`src/rtl/cellrv32_xirq_filter.sv`:
```
// cellrv32_xirq_filter: per-channel synchronizer and stability filter for external interrupt pins.
//   clk_i        : clock, rising edge
//   rstn_i       : asynchronous active-low reset
//   en_i         : per-channel filter enable; a disabled channel idles at INIT_LEVEL
//   xirq_raw_i   : asynchronous raw interrupt pins
//   glitch_clr_i : synchronous clear of the glitch counter
//   xirq_o       : filtered levels
//   change_o     : one-cycle pulse on every accepted level change
//   glitch_cnt_o : saturating count of cycles with a rejected glitch
//                  (only with XIRQ_FILT_GLITCH_CNT_EN, otherwise 0)
module cellrv32_xirq_filter #(
  parameter int          NUM_CH     = 8,
  parameter int          FILT_LEN   = 4,
  parameter logic [31:0] INIT_LEVEL = '0
) (
  input  logic        clk_i,
  input  logic        rstn_i,
  input  logic [31:0] en_i,
  input  logic [31:0] xirq_raw_i,
  input  logic        glitch_clr_i,
  output logic [31:0] xirq_o,
  output logic [31:0] change_o,
  output logic [7:0]  glitch_cnt_o
);
  localparam int CW = $clog2(FILT_LEN + 1);
  logic [31:0] glitch;
  for (genvar i = 0; i < 32; i++) begin : g_ch
    if (i < NUM_CH) begin : g_act
      logic sync1, sync2, lvl, chg, en, diff, last;
      logic [CW-1:0] cnt;
      assign en   = en_i[i];
      assign diff = sync2 != lvl;
      assign last = cnt == CW'(FILT_LEN - 1);
      always_ff @(posedge clk_i or negedge rstn_i) begin
        if (!rstn_i) begin
          sync1 <= INIT_LEVEL[i];
          sync2 <= INIT_LEVEL[i];
          lvl   <= INIT_LEVEL[i];
          cnt   <= '0;
          chg   <= 1'b0;
        end else begin
          sync1 <= xirq_raw_i[i];
          sync2 <= sync1;
          lvl   <= !en ? INIT_LEVEL[i] : (diff && last) ? sync2 : lvl;
          cnt   <= (!en || !diff || last) ? '0 : cnt + CW'(1);
          chg   <= en && diff && last;
        end
      end
      // the input fell back to the current level before the count completed
      assign glitch[i]   = en && !diff && (cnt != '0);
      assign xirq_o[i]   = lvl;
      assign change_o[i] = chg;
    end else begin : g_off
      logic unused_in;
      assign unused_in   = en_i[i] ^ xirq_raw_i[i];
      assign xirq_o[i]   = 1'b0;
      assign change_o[i] = 1'b0;
      assign glitch[i]   = 1'b0;
    end
  end
`ifdef XIRQ_FILT_GLITCH_CNT_EN
  logic [7:0] gcnt;
  // one increment per cycle however many channels glitched; clear wins
  always_ff @(posedge clk_i or negedge rstn_i) begin
    if (!rstn_i) gcnt <= '0;
    else gcnt <= glitch_clr_i ? '0 : ((|glitch) && gcnt != 8'hFF) ? gcnt + 8'd1 : gcnt;
  end
  assign glitch_cnt_o = gcnt;
`else
  logic unused_clr;
  assign unused_clr   = glitch_clr_i ^ (|glitch);
  assign glitch_cnt_o = '0;
`endif
endmodule
```
`config.mk`:
```
export PLATFORM = sky130hd
export DESIGN_NAME = cellrv32_xirq_filter
export DESIGN_NICKNAME = d
export VERILOG_FILES = /design/src/rtl/cellrv32_xirq_filter.sv
export SDC_FILE = /design/constraint.sdc
export NUM_CORES = 1
export LEC_CHECK = 0
export ABC_AREA = 1
export BUFFER_PORTS_ARGS = -buffer_cell sky130_fd_sc_hd__buf_2
export CORE_ASPECT_RATIO = 0.75
export CORE_MARGIN = 5
export CORE_UTILIZATION = 43
export DETAILED_ROUTE_END_ITERATION = 10
export GPL_TIMING_DRIVEN = 1
export PLACE_DENSITY_LB_ADDON = 0.05
export SLEW_MARGIN = 10
export SYNTH_ARGS = -nofsm -noshare
export SYNTH_HDL_FRONTEND = slang
export SYNTH_SLANG_ARGS = --single-unit
```
`constraint.sdc`:
```
create_clock -name clk_i -period 2.8 [get_ports clk_i]
set_input_delay 0.28 -clock clk_i [delete_from_list [all_inputs] [get_ports clk_i]]
set_output_delay 0.28 -clock clk_i [all_outputs]
set_load 0.01 [all_outputs]
```
; Yosys cells after proc, flatten, opt, wreduce, memory -nomap -nowiden
; Index checks and enable logic that the tools add are counted.
[op_classes]
addsub = 8
n_eq_ne = 24
mux = 24
reduce_logical = 56
[ops]
columns = cell, n
row1 = "adder 3 x 1 -> 3 bit, second input constant", 8
row2 = "equality test 3 x 2 -> 1 bit, second input constant", 8
row3 = logical AND 1 bit, 24
row4 = 2-to-1 mux 3 bit, 8
row5 = zero test 1 bit, 16
row6 = logical OR 1 bit, 16
row7 = 2-to-1 mux 1 bit, 16
row8 = "!= test 2 x 1 -> 1 bit, second input constant", 8
row9 = != test 1 bit, 8
[totals]
register_bits = 56
input_bits = 67
output_inout_bits = 72
word_cells = 152

; Logic depth before layout (Yosys ltp)
; Gate-level depths: netlist (run 1).
[logic_depth]
word_depth = 5
mapped_depth = 5
mapped_depth_nobuf = 5

; Least setup slack after synthesis (run 1)
; Ideal clock, no wire load.
[synth_path]
kind = register to register
start = register g_ch[1].g_act.cnt[0]
end = register g_ch[1].g_act.cnt[0]
t_arrival_ns = 1.014
required_ns = 2.728
path_slack_ns = 1.714
stages_incl_launch_ff = 6
n_path_buf = 0
period_less_slack_ns = 1.086
path_cell_list = dfrtp_1 > ha_1 > ha_1 > inv_1 > nand4_2 > nor2_1
[synth_via]
elab_chain_len = 3
word_cells_on_any_way = 4
classes_between = add/sub: 1 / eq/ne: 1 / mux: 1 / reduce/logical: 1
[synth_rtl]
columns = element, line_no
row1 = start: declaration, 30  ; logic [CW-1:0] cnt;
row2 = start signal: assignment, 45  ; cnt <= (!en || !diff || last) ? '0 : cnt + CW'(1);
row3 = "parallel branches: the longest is 2 deep, another holds adder 3 x 1 -> 3 bit", --
row4 = 2-to-1 mux 3 bit *, 45
; Every way passes the cells marked *.
; A chain may end at the register's enable or synchronous reset.

; Worst setup path in the final report (run 1)
[layout_path]
start = register g_ch[7].g_act.cnt[0]
end = register g_ch[7].g_act.cnt[1]
[layout_via]
elab_chain_len = 3
word_cells_on_any_way = 4
classes_between = add/sub: 1 / eq/ne: 1 / mux: 1 / reduce/logical: 1
[layout_rtl]
columns = element, line_no
row1 = start: declaration, 30
row2 = start signal: assignment, 45
row3 = "parallel branches: the longest is 2 deep, another holds adder 3 x 1 -> 3 bit", --
row4 = 2-to-1 mux 3 bit *, 45
; Marks and branches as above.

==> results by group, run 1 <==
Status
  – Status: finished clean

Detailed routing
  – Via count of the routed design: 1426
  – DRT antenna net count: 0
  – DRT iter0 DRCs: 40
  – Detailed Routing Iterations Pass 1: 4
  – DR vias/cell: 3.844
  – Drc violations: 0
  – WL final: 3355 um
  – WL per Instance: 9.043 um

GRT
  – Global-route wire length before repair: 5823 um
  – Initial antenna violation count: 0
  – Largest net degree at the start of global routing: 57
  – Vias in the first global route: 1384
  – Gr usage total: 9.069%
  – Global route overflow: 0

Yosys
  – FF+latch count, synth: 56
  – Syn avg cell area: 10.25 sq um
  – Unique masters post-synth: 12
  – Cells after synthesis: 265
  – Synthesized area: 2716 sq um
  – Seq/Total Area, Yosys: 51.59%
  – Syn. warnings: 0

Clock network
  – Post_cts resized: 0
  – Root Buffer: clkbuf_8
  – Number of clock sinks: 56
  – CTS Buffer Depth: 2
  – H-tree level count: 2
  – Worst-path clk slew: 0.09 ns
  – CTS buffer count: 5
  – Hold_buf cts: 0
  – CTS tree: yes
  – Clock Latency Late Sink: 0.29 ns
  – Post-CTS Setup Repair Bufs: 0

Pwr
  – PD cells: 506.6 nW/um^2
  – Peak VDD IR: 0.2385 mV
  – LEAKAGE: 0.001472 uW
  – Total power: 1391 uW

Setup path
  – WS Path Type: reg2reg
  – CP Max Fanout: 3
  – Critical Path RT: 3.03 ns
  – Arrival time worst endpoint: 1.44 ns
  – Startpoint types: flip-flop
  – Critical Path Sink Type: flip-flop

STA
  – Rel. slew slack: 53.55%
  – F_max: 829.9 MHz
  – Final setup vio count: 0
  – Setup TNS: 0 ns
  – Period utilization: 43.04%
  – RSZ-0062 raised after global routing: no
  – Clock skew: 0.002249 ns
  – Max-slew violations: 0
  – Minimum clock period: 1.205 ns
  – Slew at the pin closest to its max-slew limit: 0.6967 ns
  – Hold Slack: 0.08341 ns
  – Final hold vios: 0
  – Worst setup margin: 1.595 ns

Place
  – Gp weighted congestion: 0.7155
  – Dpl ws: 1.604 ns
  – Post-DP HPWL: 2567 um
  – PortBufs: 33
  – Cells after DPL: 363

Min path
  – Min-Delay Path Class: in2reg

Layout
  – Fin nets: 372
  – Finished Layout Cells: 371
  – Ratio of cells with drive above 1 in the final layout: 19.31%
  – Layout area overhead: 1.105%
  – # diodes: 0
  – Most frequent cells in the layout: conb_1 (56), dfrtp_1 (56), inv_1 (40)

Floorplan
  – Rows: 25
  – Die span in x: 101.8 um
  – Top Ports: 139
  – Core box area: 6225 sq um
  – Starting Density: 43.64%
  – Die height: 78.83 um
  – Die ar.: 8023 sq um

Run
  – Max-cap violation count: 0
## worst max-delay path, cell delays in order, from the launching register on
cell	delay, ns
dfrtp_1	0.39
ha_1	0.20
ha_1	0.20
inv_1	0.09
nand4_2	0.14
nor2_1	0.11
## cell type report
type	count	area [sq um]
fillers	624	3478
inverters	40	150.1
flip-flops and latches	56	1401
clock buffers	8	90.09
multi-input cells	152	830.8
well taps	81	101.3
repair buffers	34	172.7
## registers in the layout, indices dropped and copies added (netlist names)
register	cells
g_ch.g_act.cnt	24
g_ch.g_act.chg	8
g_ch.g_act.lvl	8
g_ch.g_act.sync1	8
g_ch.g_act.sync2	8
## through the flow
stage	area [sq um]	util, %
3_3_place_gp	2656	42.67
2_1_floorplan	2923	-
3_5_place_dp	2656	42.67
5_1_grt	2746	44.12
4_1_cts	2746	44.12
6_report	2746	44.12
## synthesized netlist by cell type
cell	n	area (sq um)
ha_1	16	200.2
inv_1	40	150.1
o21ai_0	8	40.04
a21oi_1	8	40.04
conb_1	1	3.750
nor2_1	32	120.1
dfrtp_1	56	1401
nand2_2	8	50.05
nand4_2	8	100.1
buf_4	72	540.5
nand2_1	8	30.03
nand3_1	8	40.04
## routing by layer
metal / track usage (%) / share of wire [%] / wire [um] / vias up
met5: 0 / 0 / 0 / -
met4: 2.789 / 0.86 / 29 / 0
met3: 3.248 / 8.3 / 279 / 4
met2: 14.56 / 46 / 1542 / 35
met1: 11.45 / 45 / 1503 / 652
li1: - / - / - / 735
## report_power, final
| part | internal [uW] | leakage, uW | total (uW) | switching, uW |
|---|---|---|---|---|
| Combinational | 30.0 | 0.000690 | 114 | 84.4 |
| Clock | 202 | 0.0000455 | 433 | 231 |
| Sequential | 833 | 0.000736 | 844 | 10.5 |
| Total | 1070 | 0.00147 | 1390 | 326 |
## worst paths after layout
kind / startpoint / endpoint / slack, ns / cells after the start
worst max register to register: g_ch[7].g_act.cnt[0]$_DFF_PN0_ / g_ch[7].g_act.cnt[1]$_DFF_PN0_ / 1.60 / 5
max in group asynchronous: rstn_i / g_ch[6].g_act.sync2$_DFF_PN0_ / 2.23 / 2
worst min register to register: g_ch[7].g_act.sync1$_DFF_PN0_ / g_ch[7].g_act.sync2$_DFF_PN0_ / 0.35 / 0
worst max-delay path: g_ch[7].g_act.cnt[0]$_DFF_PN0_ / g_ch[7].g_act.cnt[1]$_DFF_PN0_ / 1.60 / 5
worst min-delay path: xirq_raw_i[5] / g_ch[5].g_act.sync1$_DFF_PN0_ / 0.08 / 1
min in group asynchronous: rstn_i / g_ch[2].g_act.lvl$_DFFE_PN0P_ / 0.09 / 2
## cell families after synthesis
logic type	after synthesis	share of synthesized area (%)
simple gates	64	12.53
other cells	1	0.1381
buf+inv	112	25.43
fa+ha+maj	16	7.370
compound gates	16	2.948
flops	56	51.59
Power figures use the tool's default switching activity.
==> inputs of run 2 (changes only) <==
--- a/config.mk
+++ b/config.mk
@@ -5,7 +5,7 @@
 export SDC_FILE = /design/constraint.sdc
 export NUM_CORES = 1
 export LEC_CHECK = 0
-export ABC_AREA = 1
+export ABC_AREA = 0
 export BUFFER_PORTS_ARGS = -buffer_cell sky130_fd_sc_hd__buf_2
 export CORE_ASPECT_RATIO = 0.75
 export CORE_MARGIN = 5
==> constraint.sdc (replaced) <==
create_clock -name clk_i -period 1.2 [get_ports clk_i]
set_input_delay 0.12 -clock clk_i [delete_from_list [all_inputs] [get_ports clk_i]]
set_output_delay 0.12 -clock clk_i [all_outputs]
set_load 0.01 [all_outputs]
==> run 2 against run 1 <==
  * Combinational power rose to 3.1 times the previous value
  * Register-to-register slack worse by 1.6 ns
  * Global-route usage increased by 0.97 points
  * Sequential power grew 130%
  * Non-clock buffer count up 22
  * Synthesized area decreased by 2.0%
  * Total power grew to 2.6 times the previous value
  * Critical path depth fell by 3
  * Clock-buffer cell count shrank 1
  * Largest cell class unchanged
==> results by group, run 2 <==
Setup path
  – Reg2Reg Capture Point: g_ch[1].g_act.cnt[1]$_DFF_PN0_
  – Critical Path Sink Type: flip-flop
  – CP startpoint: g_ch[1].g_act.sync2$_DFF_PN0_
  – CP Max Fanout: 4
  – Arrival time worst endpoint: 1.35 ns
  – WS Path Type: reg2reg
  – Critical Path RT: 1.40 ns
  – Reg2Reg Setup Slack: 0.04 ns
  – Startpoint types: flip-flop
  – Reg2reg path depth: 2
  – Reg-to-Reg Start: g_ch[1].g_act.sync2$_DFF_PN0_
  – Worst Setup EP: g_ch[1].g_act.cnt[1]$_DFF_PN0_

Yosys
  – Post-Synth Simple-Gate Area: 12.60%
  – Post-Synth XOR/XNOR Area: 2.633%
  – Cells after synthesis: 221
  – Syn avg cell area: 12.04 sq um
  – Post-synthesis mux area share: 3.009%
  – Most common cell in the synthesized netlist: buf_4
  – Post-synth top flop: dfrtp_1
  – Post-synth top cells: buf_4 (72), dfrtp_1 (56), ha_1 (16), nor4b_1 (16), nand2_1 (12)
  – Seq/Total Area, Yosys: 52.66%
  – Main combinational cell family by area after synthesis: buffers and inverters
  – Synth top area share: 52.66%
  – FF+latch count, synth: 56
  – Unique masters post-synth: 13
  – FFs w/ async S/R, synth: 100.0%
  – Synth area leader: dfrtp_1
  – Synth Area in Compound Gates: 0%
  – Synth Area in Adders: 7.522%
  – Synthesized area: 2661 sq um
  – Post-synth EDFFs: 0
  – Syn. warnings: 0
  – Largest cells by area after synthesis: dfrtp_1 (53%), buf_4 (20%), ha_1 (7.5%)

Layout
  – Largest register FFs: 24
  – Fin nets: 350
  – Fill cells: 525
  – # diodes: 0
  – FF+latch area: 1401 sq um
  – Multi-input gate area: 1167 sq um
  – Layout area overhead: 20.08%
  – Ratio of cells with drive above 1 in the final layout: 35.07%
  – Most frequent cells in the layout: conb_1 (56), dfrtp_1 (56), buf_2 (33)
  – Biggest register: g_ch.g_act.cnt

Clock network
  – Clock Latency Late Sink: 0.30 ns
  – Number of clock sinks: 56
  – Root Buffer: clkbuf_8
  – CTS tree: yes
  – Worst-path clk slew: 0.09 ns
  – CTS Buffer Depth: 2
  – CTS buffer count: 5
  – H-tree level count: 2

Floorplan
  – Die ar.: 7879 sq um
  – Top Ports: 139
  – Die height: 78.13 um
  – Die span in x: 100.8 um
  – Core box area: 5916 sq um
  – Starting Density: 44.99%
  – Rows: 24

GRT
  – Largest net degree at the start of global routing: 57
  – Initial antenna violation count: 0
  – Global-route wire length before repair: 6327 um
  – Vias in the first global route: 1334
  – Gr usage total: 10.04%
  – Global route overflow: 0

STA
  – Rel. slew slack: 66.59%
  – Max-slew violations: 0
  – Worst setup margin: 0.04302 ns
  – RSZ-0062 raised after global routing: yes
  – F_max: 864.3 MHz
  – Clock skew: 0.004852 ns
  – Period utilization: 96.41%
  – Hold Slack: 0.06180 ns
  – Minimum clock period: 1.157 ns
  – Final hold vios: 0
  – Slew at the pin closest to its max-slew limit: 0.4976 ns
  – Final setup vio count: 0
  – Setup TNS: 0 ns

Pwr
  – PD cells: 1136 nW/um^2
  – Peak VDD IR: 0.8217 mV
  – Total power: 3632 uW
  – LEAKAGE: 0.001528 uW

Run
  – Max-cap violation count: 0

Place
  – Gp weighted congestion: 0.7366
  – Post-DP HPWL: 2642 um
  – PortBufs: 33
  – Dpl ws: -0.08370 ns

Detailed routing
  – DR vias/cell: 4.113
  – WL final: 4045 um
  – DRT iter0 DRCs: 45
  – DRT antenna net count: 0
  – Drc violations: 0
  – Detailed Routing Iterations Pass 1: 4
  – WL per Instance: 11.69 um
  – Via count of the routed design: 1423

Status
  – Status: finished clean

Min path
  – Min-Delay Path Class: in2reg
run 2: cell types whose count changed after synthesis, moves of 8 or more:
cell	change
inv_1	-32
nor2_1	-24
nor4b_1	+16
a21oi_1	-8
mux2i_1	+8
nand2_2	-8
nand3_1	-8
nand4_2	-8
nor2b_1	+8
o21ai_0	-8
xnor2_1	+8
run 2: repair_timing:
item                                    4_1_cts  5_1_grt
gates resized for setup                      26       20
pin swaps                                     3       11
endpoints found under the setup margin       18       24
hold buffers                                  9        0
buffers inserted                              4        3
hold endpoints to repair                     64        0
run 2: through the flow:
step                      instance area, sq um  utilization [%]  cells
after floorplan                           2868                -    276
after global placement                    2655            44.88    322
after detailed placement                  2655            44.88    322
after CTS                                 3030            51.23    343
after global routing                      3196            54.02    346
final                                     3196            54.02    346
run 2: cell type report:
| type | instances | area share [%] |
|---|---|---|
| Sequential cell | 56 | 43.85 |
| Multi-Input combinational cell | 140 | 36.53 |
| Timing Repair Buffer | 56 | 11.67 |
| Tap cell | 78 | 3.054 |
| Clock buffer | 7 | 3.015 |
| Clock inverter | 1 | 0.9397 |
| Inverter | 8 | 0.9397 |
run 2: critical path, stage by stage (launching register included):
cell,delay [ns]
dfrtp_1,0.40
xnor2_1,0.37
and4bb_2,0.29
run 2: kinds of logic after synthesis:
family / count (synthesis)
DFF: 56
and+or+nand+nor: 52
other: 1
xor gates and xnor gates: 8
muxes: 8
adders and majority gates: 16
buffers and inverters: 80
run 2: how the worst min path moves through the flow:
stage          startpoint                             end  slack [ns]  cells after the start
2_1_floorplan      rstn_i     g_ch[0].g_act.chg$_DFF_PN0_       -0.18                      0
3_3_place_gp       rstn_i  g_ch[3].g_act.cnt[2]$_DFF_PN0_        0.14                      2
3_5_place_dp       rstn_i  g_ch[3].g_act.cnt[2]$_DFF_PN0_        0.14                      2
4_1_cts           en_i[6]     g_ch[6].g_act.chg$_DFF_PN0_        0.04                      3
5_1_grt           en_i[6]     g_ch[6].g_act.chg$_DFF_PN0_        0.03                      3
6_report          en_i[6]     g_ch[6].g_act.chg$_DFF_PN0_        0.06                      3
run 2: report_power, final:
part	internal, uW	total (uW)	switching, uW
registers	1940	1970	30.9
clock network	736	1300	564
logic	149	357	207
run 2: per-layer routing:
| layer | GRT usage (%) | vias to the layer above | routed length [um] |
|---|---|---|---|
| met5 | 0 | - | 0 |
| met4 | 2.826 | 0 | 27 |
| met3 | 3.543 | 5 | 266 |
| met2 | 16.29 | 40 | 2089 |
| met1 | 12.71 | 690 | 1661 |
| li1 | - | 688 | - |
==> inputs of run 3 (changes only) <==
--- a/config.mk
+++ b/config.mk
@@ -13,6 +13,7 @@
 export DETAILED_ROUTE_END_ITERATION = 10
 export GPL_TIMING_DRIVEN = 1
 export PLACE_DENSITY_LB_ADDON = 0.05
+export REMOVE_ABC_BUFFERS = 1
 export SLEW_MARGIN = 10
 export SYNTH_ARGS = -nofsm -noshare
 export SYNTH_HDL_FRONTEND = slang
==> run 3 against run 2 <==
  * Register-to-register slack about the same
  * First-iteration DRC count down 29%
  * Clock-buffer cell count rose by 1
  * Flip-flop and latch count unchanged
  * Sequential power about the same
  * Maximum frequency down 0.57%
  * Cell count down 1.7%
  * Global-route usage down 0.34 points
  * Non-clock buffer count is 6 lower
  * Total power down 7.5%
  * Hold slack got worse by 0.0019 ns
  * Critical path type unchanged
==> results by group, run 3 (synthesized netlist as in run 2, its figures left out) <==
Detailed routing
  – Via count of the routed design: 1430
  – Drc violations: 0
  – Uppermost layer routed: met4
  – WL per Instance: 11.66 um
  – DRT iter0 DRCs: 32
  – DR vias/cell: 4.206
  – DR WL met3: 459 um
  – Detailed Routing Iterations Pass 1: 4
  – WL final: 3966 um
  – Met2 WL: 1719 um
  – DRT antenna net count: 0
  – Met1 Routed Length: 1754 um

Layout
  – FF+latch area: 1401 sq um
  – # diodes: 0
  – Biggest register: g_ch.g_act.cnt
  – Most frequent cells in the layout: conb_1 (56), dfrtp_1 (56), buf_2 (33)
  – Fin nets: 344
  – Ratio of cells with drive above 1 in the final layout: 32.44%
  – Layout area overhead: 16.88%
  – Fill cells: 519
  – Final Cell Area: 3110 sq um
  – Largest register FFs: 24
  – Multi-input gate area: 1164 sq um

Pwr
  – PD cells: 1080 nW/um^2
  – P_sw: 803.8 uW
  – Sequential Power Share: 58.8%
  – Int Pwr: 2556 uW
  – LEAKAGE: 0.001477 uW
  – Sw frac: 23.92%
  – Combinational Power Share: 10.3%
  – Clock share of power: 30.9%
  – Peak VDD IR: 0.6293 mV

Clock network
  – Clock Latency Late Sink: 0.30 ns
  – CTS buffer count: 5
  – CTS tree: yes
  – Worst-path clk slew: 0.09 ns
  – Number of clock sinks: 56
  – CTS Buffer Depth: 2
  – H-tree level count: 2
  – Root Buffer: clkbuf_8

Setup path
  – Startpoint types: flip-flop
  – CP Max Fanout: 5
  – Arrival time worst endpoint: 1.37 ns
  – Top delay family on crit path: adder cells
  – WS Path Type: reg2reg
  – Worst stage delay on the critical path: 0.39 ns
  – Worst-path cell chain: ha_1 > ha_4 > nor4b_2
  – Critical Path RT: 1.41 ns
  – Critical Path Sink Type: flip-flop
  – Crit path buf inv count: 0
  – Slowest CP cell: dfrtp_1

GRT
  – Global-route wire length before repair: 6154 um
  – Largest net degree at the start of global routing: 57
  – Initial antenna violation count: 0
  – Vias in the first global route: 1339
  – Global route overflow: 0
  – Gr usage total: 9.702%

STA
  – Rel. slew slack: 62.53%
  – Final setup vio count: 0
  – Final hold vios: 0
  – Period utilization: 96.97%
  – Setup TNS: 0 ns
  – Hold Slack: 0.05989 ns
  – Slew at the pin closest to its max-slew limit: 0.5581 ns
  – F_max: 859.4 MHz
  – RSZ-0062 raised after global routing: yes
  – Max-slew violations: 0
  – Clock skew: 0.004871 ns
  – Minimum clock period: 1.164 ns

Floorplan
  – Core box area: 5916 sq um
  – Die ar.: 7879 sq um
  – Die height: 78.13 um
  – Starting Density: 44.99%
  – Die span in x: 100.8 um
  – Rows: 24
  – Top Ports: 139

Run
  – Max-cap violation count: 0

Status
  – Status: finished clean

Place
  – Gp weighted congestion: 0.6536
  – Area after DPL: 2625 sq um
  – Post-DP HPWL: 2542 um
  – PortBufs: 33

Min path
  – Min-Delay Path Class: in2reg
==> run 3: repair_timing <==
action | CTS | global route
gates resized for setup | 25 | 20
pin swaps | 4 | 11
hold endpoints to repair | 64 | 0
endpoints found under the setup margin | 18 | 22
hold buffers | 9 | 0
buffers inserted | 2 | 3
==> run 3: power by group through the flow <==
stage                     registers [uW]  logic (uW)  clock network [uW]
after floorplan                     2000         153                   0
final                               1970         346                1040
after global routing                1980         387                1170
after CTS                           1970         309                1100
after global placement              2010         262                   0
after detailed placement            2010         262                   0
==> run 3: path summary, 6_finish.rpt <==
| path | from | to | slack [ns] | depth (start not counted) |
|---|---|---|---|---|
| min in group asynchronous | rstn_i | g_ch[2].g_act.chg$_DFF_PN0_ | 0.34 | 3 |
| worst max-delay path | g_ch[7].g_act.cnt[0]$_DFF_PN0_ | g_ch[7].g_act.cnt[2]$_DFF_PN0_ | 0.04 | 3 |
| worst min register to register | g_ch[7].g_act.sync1$_DFF_PN0_ | g_ch[7].g_act.sync2$_DFF_PN0_ | 0.35 | 0 |
| max in group asynchronous | rstn_i | g_ch[7].g_act.lvl$_DFFE_PN0P_ | 0.62 | 3 |
| worst min-delay path | en_i[5] | g_ch[5].g_act.chg$_DFF_PN0_ | 0.06 | 3 |
| worst max register to register | g_ch[7].g_act.cnt[0]$_DFF_PN0_ | g_ch[7].g_act.cnt[2]$_DFF_PN0_ | 0.04 | 3 |
==> run 3: metal layers <==
metal	vias up	track usage, %
met3	4	2.923
met1	676	12.65
met2	71	15.44
li1	679	-
met5	-	0
met4	0	3.230
==> run 3: tightest hold or removal path: stages <==
cell and delay (ns):
buf_2 0.13, nand2_1 0.06, nor2_1 0.03
==> run 3: cell type report <==
class | instances | area share [%]
Sequential cell | 56 | 45.05
Inverter | 8 | 0.9654
Clock buffer | 8 | 2.896
Timing Repair Buffer | 50 | 10.54
Multi-Input combinational cell | 140 | 37.41
Tap cell | 78 | 3.138
==> run 3: through the flow <==
| step | total power (uW) | cells | utilization [%] | setup slack (ns) |
|---|---|---|---|---|
| floorplan | 2158 | 204 | - | 0.03106 |
| global placement | 2270 | 318 | 44.37 | -0.05477 |
| detailed placement | 2271 | 318 | 44.37 | -0.08115 |
| CTS | 3383 | 337 | 49.62 | 0.0004671 |
| global route | 3543 | 340 | 52.58 | -0.03217 |
| finish | 3360 | 340 | 52.58 | 0.03634 |
